[config.mk]
export PLATFORM = sky130hd
export DESIGN_NAME = regfile_dump_reader_flat
export DESIGN_NICKNAME = d
export VERILOG_FILES = /design/src/rtl/regfile_dump_reader_pkg.sv /design/src/rtl/regfile_dump_reader_if.sv /design/src/rtl/regfile_dump_reader_capture.sv /design/src/rtl/regfile_dump_reader.sv /design/src/flat_wrapper.sv
export SDC_FILE = /design/constraint.sdc
export NUM_CORES = 1
export LEC_CHECK = 0
export ABC_AREA = 1
export ABC_CLOCK_PERIOD_IN_PS = 3200
export CELL_PAD_IN_SITES_DETAIL_PLACEMENT = 2
export CELL_PAD_IN_SITES_GLOBAL_PLACEMENT = 2
export CORE_MARGIN = 2
export CORE_UTILIZATION = 23
export DETAILED_ROUTE_END_ITERATION = 7
export PLACE_DENSITY = 0.9
export SYNTH_ARGS = -nofsm -noshare
export SYNTH_HDL_FRONTEND = slang
export SYNTH_HIERARCHICAL = 1
export SYNTH_SLANG_ARGS = --single-unit
[constraint.sdc]
create_clock -name clk -period 3.2 [get_ports clk]
set_clock_uncertainty 0.15 [all_clocks]
set_input_delay 0.64 -clock clk [delete_from_list [all_inputs] [get_ports clk]]
set_output_delay 0.64 -clock clk [all_outputs]
set_load 0.02 [all_outputs]
[src/rtl/regfile_dump_reader_pkg.sv]
// Shared constants, FSM state type and helpers for the register-file dump reader.
// Optional feature macro: DUMP_PARITY_EN (widens the capture word by one parity bit).
package regfile_pkg;

    localparam int NUM_REGS = 32;
    localparam int DATA_W   = 64;
    localparam int ADDR_W   = $clog2(NUM_REGS);

    localparam logic [4:0]        XZR_ADDR  = 5'd31;
    localparam logic [ADDR_W-1:0] LAST_ADDR = ADDR_W'(NUM_REGS - 1);

`ifdef DUMP_PARITY_EN
    localparam int CAP_W = DATA_W + ADDR_W + 2;
`else
    localparam int CAP_W = DATA_W + ADDR_W + 1;
`endif

    typedef enum logic [1:0] {
        IDLE = 2'd0,
        READ = 2'd1,
        HOLD = 2'd2,
        DONE = 2'd3
    } dump_state_t;

    function automatic logic even_parity(input logic [DATA_W-1:0] d);
        return ^d;
    endfunction

endpackage

[src/rtl/regfile_dump_reader_if.sv]
// Control, register-file read port and output stream of the dump reader.
// DUMP_PARITY_EN adds out_parity to the stream.
interface regfile_dump_reader_if;
    import regfile_pkg::*;

    logic              start;
    logic              busy;
    logic              done;
    logic [ADDR_W-1:0] rf_rd_addr;
    logic [DATA_W-1:0] rf_rd_data;
    logic              out_valid;
    logic              out_ready;
    logic [ADDR_W-1:0] out_addr;
    logic [DATA_W-1:0] out_data;
    logic              out_last;
`ifdef DUMP_PARITY_EN
    logic              out_parity;
`endif

    modport master (
        input  start,
        output busy,
        output done,
        output rf_rd_addr,
        input  rf_rd_data,
        output out_valid,
        input  out_ready,
        output out_addr,
        output out_data,
`ifdef DUMP_PARITY_EN
        output out_parity,
`endif
        output out_last
    );

    modport slave (
        output start,
        input  busy,
        input  done,
        input  rf_rd_addr,
        output rf_rd_data,
        input  out_valid,
        output out_ready,
        input  out_addr,
        input  out_data,
`ifdef DUMP_PARITY_EN
        input  out_parity,
`endif
        input  out_last
    );

endinterface

[src/rtl/regfile_dump_reader_capture.sv]
// Beat capture register: loads {parity?, last, addr, data} when enabled, clears on reset.
// Width grows by one bit when DUMP_PARITY_EN is defined (set via WIDTH from the top).
module dump_capture_reg
    import regfile_pkg::*;
#(
    parameter int WIDTH = CAP_W
) (
    input  logic             clk,
    input  logic             reset,
    input  logic             load,
    input  logic [WIDTH-1:0] d,
    output logic [WIDTH-1:0] q
);

    logic [WIDTH-1:0] q_reg;

    genvar gi;
    generate
        for (gi = 0; gi < WIDTH; gi++) begin : g_bit
            always_ff @(posedge clk) begin
                if (reset) begin
                    q_reg[gi] <= 1'b0;
                end else if (load) begin
                    q_reg[gi] <= d[gi];
                end
            end
        end
    endgenerate

    assign q = q_reg;

endmodule

[src/rtl/regfile_dump_reader.sv]
// Walks X0..X31 through one register-file read port and streams (addr, data) beats.
// DUMP_PARITY_EN adds an even-parity bit captured alongside each beat.
module regfile_dump_reader
    import regfile_pkg::*;
(
    input  logic                  clk,
    input  logic                  reset,
    regfile_dump_reader_if.master dump
);

    dump_state_t       state_reg, state_next;
    logic [ADDR_W-1:0] ptr_reg, ptr_next;
    logic              load_en;
    logic              is_xzr;
    logic              is_last;
    logic [DATA_W-1:0] cap_data;
    logic [CAP_W-1:0]  cap_d;
    logic [CAP_W-1:0]  cap_q;
    logic              cap_last;

    always_ff @(posedge clk) begin
        if (reset) begin
            state_reg <= IDLE;
            ptr_reg   <= '0;
        end else begin
            state_reg <= state_next;
            ptr_reg   <= ptr_next;
        end
    end

    // out_valid is exactly the HOLD state, so a handshake in HOLD is just out_ready.
    always_comb begin
        state_next = state_reg;
        ptr_next   = ptr_reg;
        load_en    = 1'b0;
        case (state_reg)
            IDLE: begin
                if (dump.start) begin
                    ptr_next   = '0;
                    state_next = READ;
                end
            end
            READ: begin
                load_en    = 1'b1;
                state_next = HOLD;
            end
            HOLD: begin
                if (dump.out_ready) begin
                    if (cap_last) begin
                        state_next = DONE;
                    end else begin
                        ptr_next   = ptr_reg + ADDR_W'(1);
                        state_next = READ;
                    end
                end
            end
            DONE: begin
                state_next = IDLE;
            end
            default: begin
                state_next = IDLE;
            end
        endcase
    end

    // X31 reads as the zero register regardless of what the file holds.
    assign is_xzr   = (ptr_reg == XZR_ADDR);
    assign is_last  = (ptr_reg == LAST_ADDR);
    assign cap_data = is_xzr ? '0 : dump.rf_rd_data;

`ifdef DUMP_PARITY_EN
    assign cap_d = {even_parity(cap_data), is_last, ptr_reg, cap_data};
`else
    assign cap_d = {is_last, ptr_reg, cap_data};
`endif

    dump_capture_reg #(
        .WIDTH(CAP_W)
    ) u_capture (
        .clk  (clk),
        .reset(reset),
        .load (load_en),
        .d    (cap_d),
        .q    (cap_q)
    );

    assign cap_last      = cap_q[DATA_W+ADDR_W];
    assign dump.out_data = cap_q[DATA_W-1:0];
    assign dump.out_addr = cap_q[DATA_W +: ADDR_W];
    assign dump.out_last = cap_last;
`ifdef DUMP_PARITY_EN
    assign dump.out_parity = cap_q[DATA_W+ADDR_W+1];
`endif

    assign dump.out_valid  = (state_reg == HOLD);
    assign dump.busy       = (state_reg == READ) || (state_reg == HOLD);
    assign dump.done       = (state_reg == DONE);
    assign dump.rf_rd_addr = (state_reg == IDLE) ? '0 : ptr_reg;

endmodule
[src/flat_wrapper.sv]
// flat-port wrapper written by rule: the top's interface ports become plain ports
module regfile_dump_reader_flat import regfile_pkg::*;
  (clk, reset, dump_start, dump_busy, dump_done, dump_rf_rd_addr, dump_rf_rd_data, dump_out_valid, dump_out_ready, dump_out_addr, dump_out_data, dump_out_last);
  regfile_dump_reader_if dump_i ();
  input  logic clk;
  input  logic reset;
  input wire logic [$bits(dump_i.start)-1:0] dump_start;
  output wire logic [$bits(dump_i.busy)-1:0] dump_busy;
  output wire logic [$bits(dump_i.done)-1:0] dump_done;
  output wire logic [$bits(dump_i.rf_rd_addr)-1:0] dump_rf_rd_addr;
  input wire logic [$bits(dump_i.rf_rd_data)-1:0] dump_rf_rd_data;
  output wire logic [$bits(dump_i.out_valid)-1:0] dump_out_valid;
  input wire logic [$bits(dump_i.out_ready)-1:0] dump_out_ready;
  output wire logic [$bits(dump_i.out_addr)-1:0] dump_out_addr;
  output wire logic [$bits(dump_i.out_data)-1:0] dump_out_data;
  output wire logic [$bits(dump_i.out_last)-1:0] dump_out_last;
  assign dump_i.start = dump_start;
  assign dump_busy = dump_i.busy;
  assign dump_done = dump_i.done;
  assign dump_rf_rd_addr = dump_i.rf_rd_addr;
  assign dump_i.rf_rd_data = dump_rf_rd_data;
  assign dump_out_valid = dump_i.out_valid;
  assign dump_i.out_ready = dump_out_ready;
  assign dump_out_addr = dump_i.out_addr;
  assign dump_out_data = dump_i.out_data;
  assign dump_out_last = dump_i.out_last;
  regfile_dump_reader u_core (.clk(clk), .reset(reset), .dump(dump_i));
endmodule
==> results of run 1 <==
## worst min path at each step
stage | slack (ps) | cells past startpoint | end | from
floorplan | 320 | 2 | u_core/state_reg[0] | u_core/state_reg[0]
global placement | 310 | 2 | u_core/u_capture/q[58] | u_core/u_capture/q[58]
detailed placement | 320 | 2 | u_core/u_capture/q[19] | u_core/u_capture/q[19]
CTS | 330 | 2 | u_core/u_capture/q[19] | u_core/u_capture/q[19]
global route | 340 | 2 | u_core/u_capture/q[18] | u_core/u_capture/q[18]
finish | 320 | 2 | u_core/u_capture/q[19] | u_core/u_capture/q[19]
## metal layers
layer,part of all wire,GRT usage
met1,0.41,0.162
met2,0.51,0.289
met3,0.066,0.0499
met4,0.012,0.0404
met5,0,0
## placed cells by master, fill, tap and decap left out, drive strengths merged
cell           instances
dfxtp                 77
clkdlybuf4s50        145
nand3                  2
nor2                 220
clkbuf                10
o21ai                  2
clkinv                 3
buf                    5
clkinvlp               1
bufinv                 2
ha                     7
a21oi                  2
inv                  151
a211oi                 1
nand2                168
## power by group
part	switching [mW]	internal [mW]	total (mW)	leakage, nW
logic	1.30	0.965	2.26	2.17
clock network	0.426	0.703	1.13	0.158
registers	0.190	1.28	1.47	0.634
total	1.91	2.95	4.86	2.96
## cell type report
| cell class | count | area [um^2] | area share |
|---|---|---|---|
| clock inverter | 6 | 86.3 | 0.0148 |
| clock buffer | 10 | 239 | 0.0409 |
| timing repair buffer | 150 | 1530 | 0.261 |
| inverter | 151 | 567 | 0.0970 |
| multi-input combinational | 402 | 1610 | 0.275 |
| tap | 220 | 275 | 0.0471 |
| sequential | 77 | 1540 | 0.264 |
## cells by family after synthesis
family          count (synthesis)
simple gates                  390
buf+inv                       182
flops                          77
fa+ha+maj                       7
compound gates                  5
## through the flow
stage          area [um^2]  hold slack (ps)  power (mW)  instances
4_1_cts               5840              325        4.98       1016
2_1_floorplan         3900              323        2.84        661
6_report              5840              322        4.86       1016
3_5_place_dp          5520              317        3.79       1000
5_1_grt               5840              342        5.24       1016
3_3_place_gp          5520              307        3.69       1000
## critical path: stages (launching register included)
cell             delay [ps]
dfxtp_1                 420
inv_1                   120
ha_1                    330
nor2_1                  170
clkdlybuf4s50_1         620
==> run metrics, run 1 <==
CTS tree=built; Slew @ Worst Pin=627 ps; main combinational cell family by area after synthesis=simple AND/OR/NAND/NOR gates; nets=866; share of cells above drive strength 1=0.0364; Max-slew headroom=0.582; gpl congestion=0.733; area delta synth->final=50.0%; CTS H-tree lvls=3; Gate Count Post-Synth=661; Setup Total Neg Slack=0 ps; Slew Limit Fails=0; Synth async-reset ratio=0; IO Count=146; vias in the first global route=4,487; Wirelength per Cell=13.2 um; Yosys Warn Count=6; Via Count=4,154; root buf cell=clkbuf_16; post-layout util=0.352; Data required, critical path=2410 ps; max FFs per register=70; RSZ-0062 raised after global routing=false; Max Clock Freq=0.358 GHz; CP startpoint=u_core/state_reg[0]; clk sinks=77; Post-Synth XOR/XNOR Area=0; Synth Area in Adders=0.0225; largest net degree at the start of global routing=71; critical path capture point type=primary output; Detail Placement HPWL=9.69 mm; DIE HEIGHT=134 um; Post-synth EDFFs=0; Layout fillers=2,038; top_reg_cell synth=dfxtp_1; Synth Area in Compound Gates=0.00706; Reg-to-Reg Start=u_core/ptr_reg[0]; Worst VDD drop=0.416 mV; # Post-CTS Setup Buffers=0; worst setup path class=reg -> out; routed vias/inst=4.09; Tcrit/Tclk final=0.874; endpoints failing setup=0; Initial Util=0.235; Power Density=832 nW/um^2; initial antenna violation count=0; Worst Path Arrival=2010 ps; synth top area cells=dfxtp_1, nor2_1, nand2_1; max cap viols=0; final period demand of the worst path=2800 ps; DRC violations left=0; CTS clock-pin slew for the worst setup and hold paths=60 ps; Synth Cell Area=3900 um^2; Synth Net Count=736; Leak=2.96 nW; sequential area share after synthesis=0.396; die area=18,000 um^2; first-pass GRT wire length=21.7 mm; total CTS buffers=9; clk_lat worst skew=340 ps; hold_buf cts=0; die width=134 um; final setup margin=404 ps; PortBufs=145; Rows=47; mux cell area share after synthesis=0; Worst Reg-to-Reg Cells=10; grt ovf=0; Worst Path Max Fanout=8; Final Hold Vio Count=0; cts repair resizes=0; # diodes=0; CTS Buffer Depth=2; Avg Cell Area, Syn=5.90 um^2; CP Capture Point=dump_rf_rd_addr[3]; final WL=13.4 mm; initial drt markers=160; top cell type's share of synthesized area=0.396; startpoint types=flop; TritonRoute pass-1 iters=4; Synth top cells by count=nor2_1, nand2_1, inv_1, dfxtp_1, buf_2; Post-DRT Antenna Nets=0; core area=16,600 um^2; area leader, netlist=dfxtp_1; R2R Setup Slk=1070 ps; Netlist cell types=16; Worst R2R End=u_core/u_capture/q[62]; most instantiated library cell after synthesis=nor2_1; pre-CTS setup slack=733 ps; outcome=finished, final reports clean; Synth Register Bits=77; gr usage total=0.153; simple-gate share of the synthesized area=0.379; worst min path class=reg -> reg
(Power assumes the default switching activity.)
==> run 2, diff against run 1 <==
--- a/config.mk
+++ b/config.mk
@@ -10,10 +10,10 @@
 export CELL_PAD_IN_SITES_DETAIL_PLACEMENT = 2
 export CELL_PAD_IN_SITES_GLOBAL_PLACEMENT = 2
 export CORE_MARGIN = 2
-export CORE_UTILIZATION = 23
+export CORE_UTILIZATION = 22
 export DETAILED_ROUTE_END_ITERATION = 7
+export HOLD_SLACK_MARGIN = 0.02
 export PLACE_DENSITY = 0.9
 export SYNTH_ARGS = -nofsm -noshare
 export SYNTH_HDL_FRONTEND = slang
-export SYNTH_HIERARCHICAL = 1
 export SYNTH_SLANG_ARGS = --single-unit
==> constraint.sdc (replaced) <==
create_clock -name clk -period 3.2 [get_ports clk]
set_clock_uncertainty 0.15 [all_clocks]
set_input_delay 0.64 -clock clk [delete_from_list [all_inputs] [get_ports clk]]
set_output_delay 0.64 -clock clk [all_outputs]
set_load 0.05 [all_outputs]
==> run 2 against run 1 <==
- power fell by 8.9%
- final cell count down 32%
- final area is 18% lower
- synthesized area decreased by 26%
- synthesized cell count down 43%
- non-clock buffer count fell by 1
- global-route usage grew 0.58 points
- setup slack got worse by 130 ps
- clock-buffer cell count is 2 higher
- first-iteration DRC count fell by 23%
- critical endpoint is now dump_rf_rd_addr[4]
==> run metrics, run 2 <==
outcome=finished, final reports clean; gpl congestion=0.751; PortBufs=145; Avg Cell Area, Syn=7.63 um^2; Max-slew headroom=0.540; DIE HEIGHT=119 um; Setup Total Neg Slack=0 ps; largest net degree at the start of global routing=66; most common cell after layout, fill and taps aside=nand2_1; worst setup path class=reg -> out; synth top area cells=dfxtp_1, nand2_1, a21oi_1; total CTS buffers=9; Worst Path Arrival=2140 ps; Post-DRT Antenna Nets=0; final WL=10.9 mm; Slew @ Worst Pin=690 ps; max cap viols=0; final period demand of the worst path=2930 ps; Via Count=3,067; root buf cell=clkbuf_16; CTS H-tree lvls=3; Worst VDD drop=0.255 mV; top cell type's share of synthesized area=0.533; Data required, critical path=2410 ps; Gate Count Post-Synth=379; area of the multi-input gates=1160 um^2; critical path capture point type=primary output; initial drt markers=123; vias in the first global route=3,475; critical path cell sequence=inv_1 -> ha_1 -> nor2_1 -> clkdlybuf4s50_1; gr usage total=0.159; routed vias/inst=4.43; Layout fillers=1,518; Max Clock Freq=0.341 GHz; Detail Placement HPWL=7.99 mm; startpoint types=flop; worst min path class=reg -> reg; DRC violations left=0; Rows=41; initial antenna violation count=0; nets=591; Synth top cells by count=nand2_1, dfxtp_1, a21oi_1, inv_1, nor2_1; TritonRoute pass-1 iters=4; cts repair resizes=0; most frequent cells in the layout=nand2_1, clkdlybuf4s50_1, dfxtp_1; RSZ-0062 raised after global routing=false; Netlist cell types=17; Slew Limit Fails=0; top_reg_cell synth=dfxtp_1; Initial Util=0.227; Synth Cell Area=2890 um^2; slowest CP cell=clkdlybuf4s50_1; endpoints failing setup=0; die width=119 um; die area=14,100 um^2; max FFs per register=70; Final Hold Vio Count=0; CTS tree=built; Tcrit/Tclk final=0.915; Wirelength per Cell=15.7 um; Worst Path Max Fanout=8; clk_lat worst skew=330 ps; Leak=1.78 nW; sequential area share after synthesis=0.533; Storage cell area=1540 um^2; core area=12,700 um^2; clk sinks=77; # Post-CTS Setup Buffers=0; first-pass GRT wire length=17.6 mm; area delta synth->final=65.7%; R2R Setup Slk=1070 ps; CP max stage delay=820 ps; Post-synth EDFFs=0; # diodes=0; Power Density=924 nW/um^2; IO Count=146; CTS clock-pin slew for the worst setup and hold paths=60 ps; Buffers & Inverters on Critical Path=2; Synth Register Bits=77; grt ovf=0; area leader, netlist=dfxtp_1; most instantiated library cell after synthesis=nand2_1; share of cells above drive strength 1=0.0423; Synth Net Count=455; Hold Slack=314 ps; Top delay family on crit path=buffers and inverters; Yosys Warn Count=0; CTS Buffer Depth=2; hold_buf cts=0; Synth async-reset ratio=0
## run 2: final timing paths
kind	start	endpoint	cells past startpoint
worst max-delay path	u_core.state_reg[0]	dump_rf_rd_addr[4]	4
worst min-delay path	u_core.u_capture.q[52]	u_core.u_capture.q[52]	2
worst max register to register	u_core.state_reg[1]	u_core.u_capture.q[48]	8
worst min register to register	u_core.u_capture.q[52]	u_core.u_capture.q[52]	2
## run 2: layout make-up
class,instances,share of cell area
Timing Repair Buffer,149,0.308
Sequential cell,77,0.322
Tap cell,172,0.0449
Clock inverter,4,0.0146
Multi-Input combinational cell,260,0.243
Inverter,18,0.0141
Clock buffer,12,0.0535
## run 2: power by group
part,switching [mW],total [mW],internal [mW]
clock network,0.390,1.11,0.723
registers,0.132,1.31,1.18
logic,1.38,2.01,0.624
total,1.91,4.43,2.52
## run 2: layer usage
metal,up-vias,routed length [um],global-route usage
met5,-,0,0
met4,0,128,0.0536
met3,10,708,0.0497
met2,102,5680,0.295
met1,1482,4340,0.168
li1,1473,-,-
## run 2: stage by stage
step	setup WS (ps)	util	cells	instance area [um^2]	power, mW
2_1_floorplan	968	-	379	2890	2.66
3_3_place_gp	719	0.351	676	4470	3.27
3_5_place_dp	605	0.351	676	4470	3.37
4_1_cts	236	0.377	692	4790	4.51
5_1_grt	145	0.377	692	4790	4.70
6_report	271	0.377	692	4790	4.43
## run 2: worst register-to-register path: stages, from the launching register on
cell	delay, ps
dfxtp_1	350
inv_1	150
ha_1	410
inv_2	70
or2_1	220
inv_2	60
buf_4	370
nand2_1	120
a21oi_1	150
## run 2: cell families (layout without fill, tap and decap cells)
group | count (synthesis) | count (layout) | synth area share
AND/OR/NAND/NOR | 167 | 167 | 0.219
AO/OA/AOI/OAI | 85 | 85 | 0.149
flip-flops | 77 | 77 | 0.533
buffers and inverters | 42 | 183 | 0.0640
adder cells (fa/ha/maj) | 8 | 8 | 0.0346
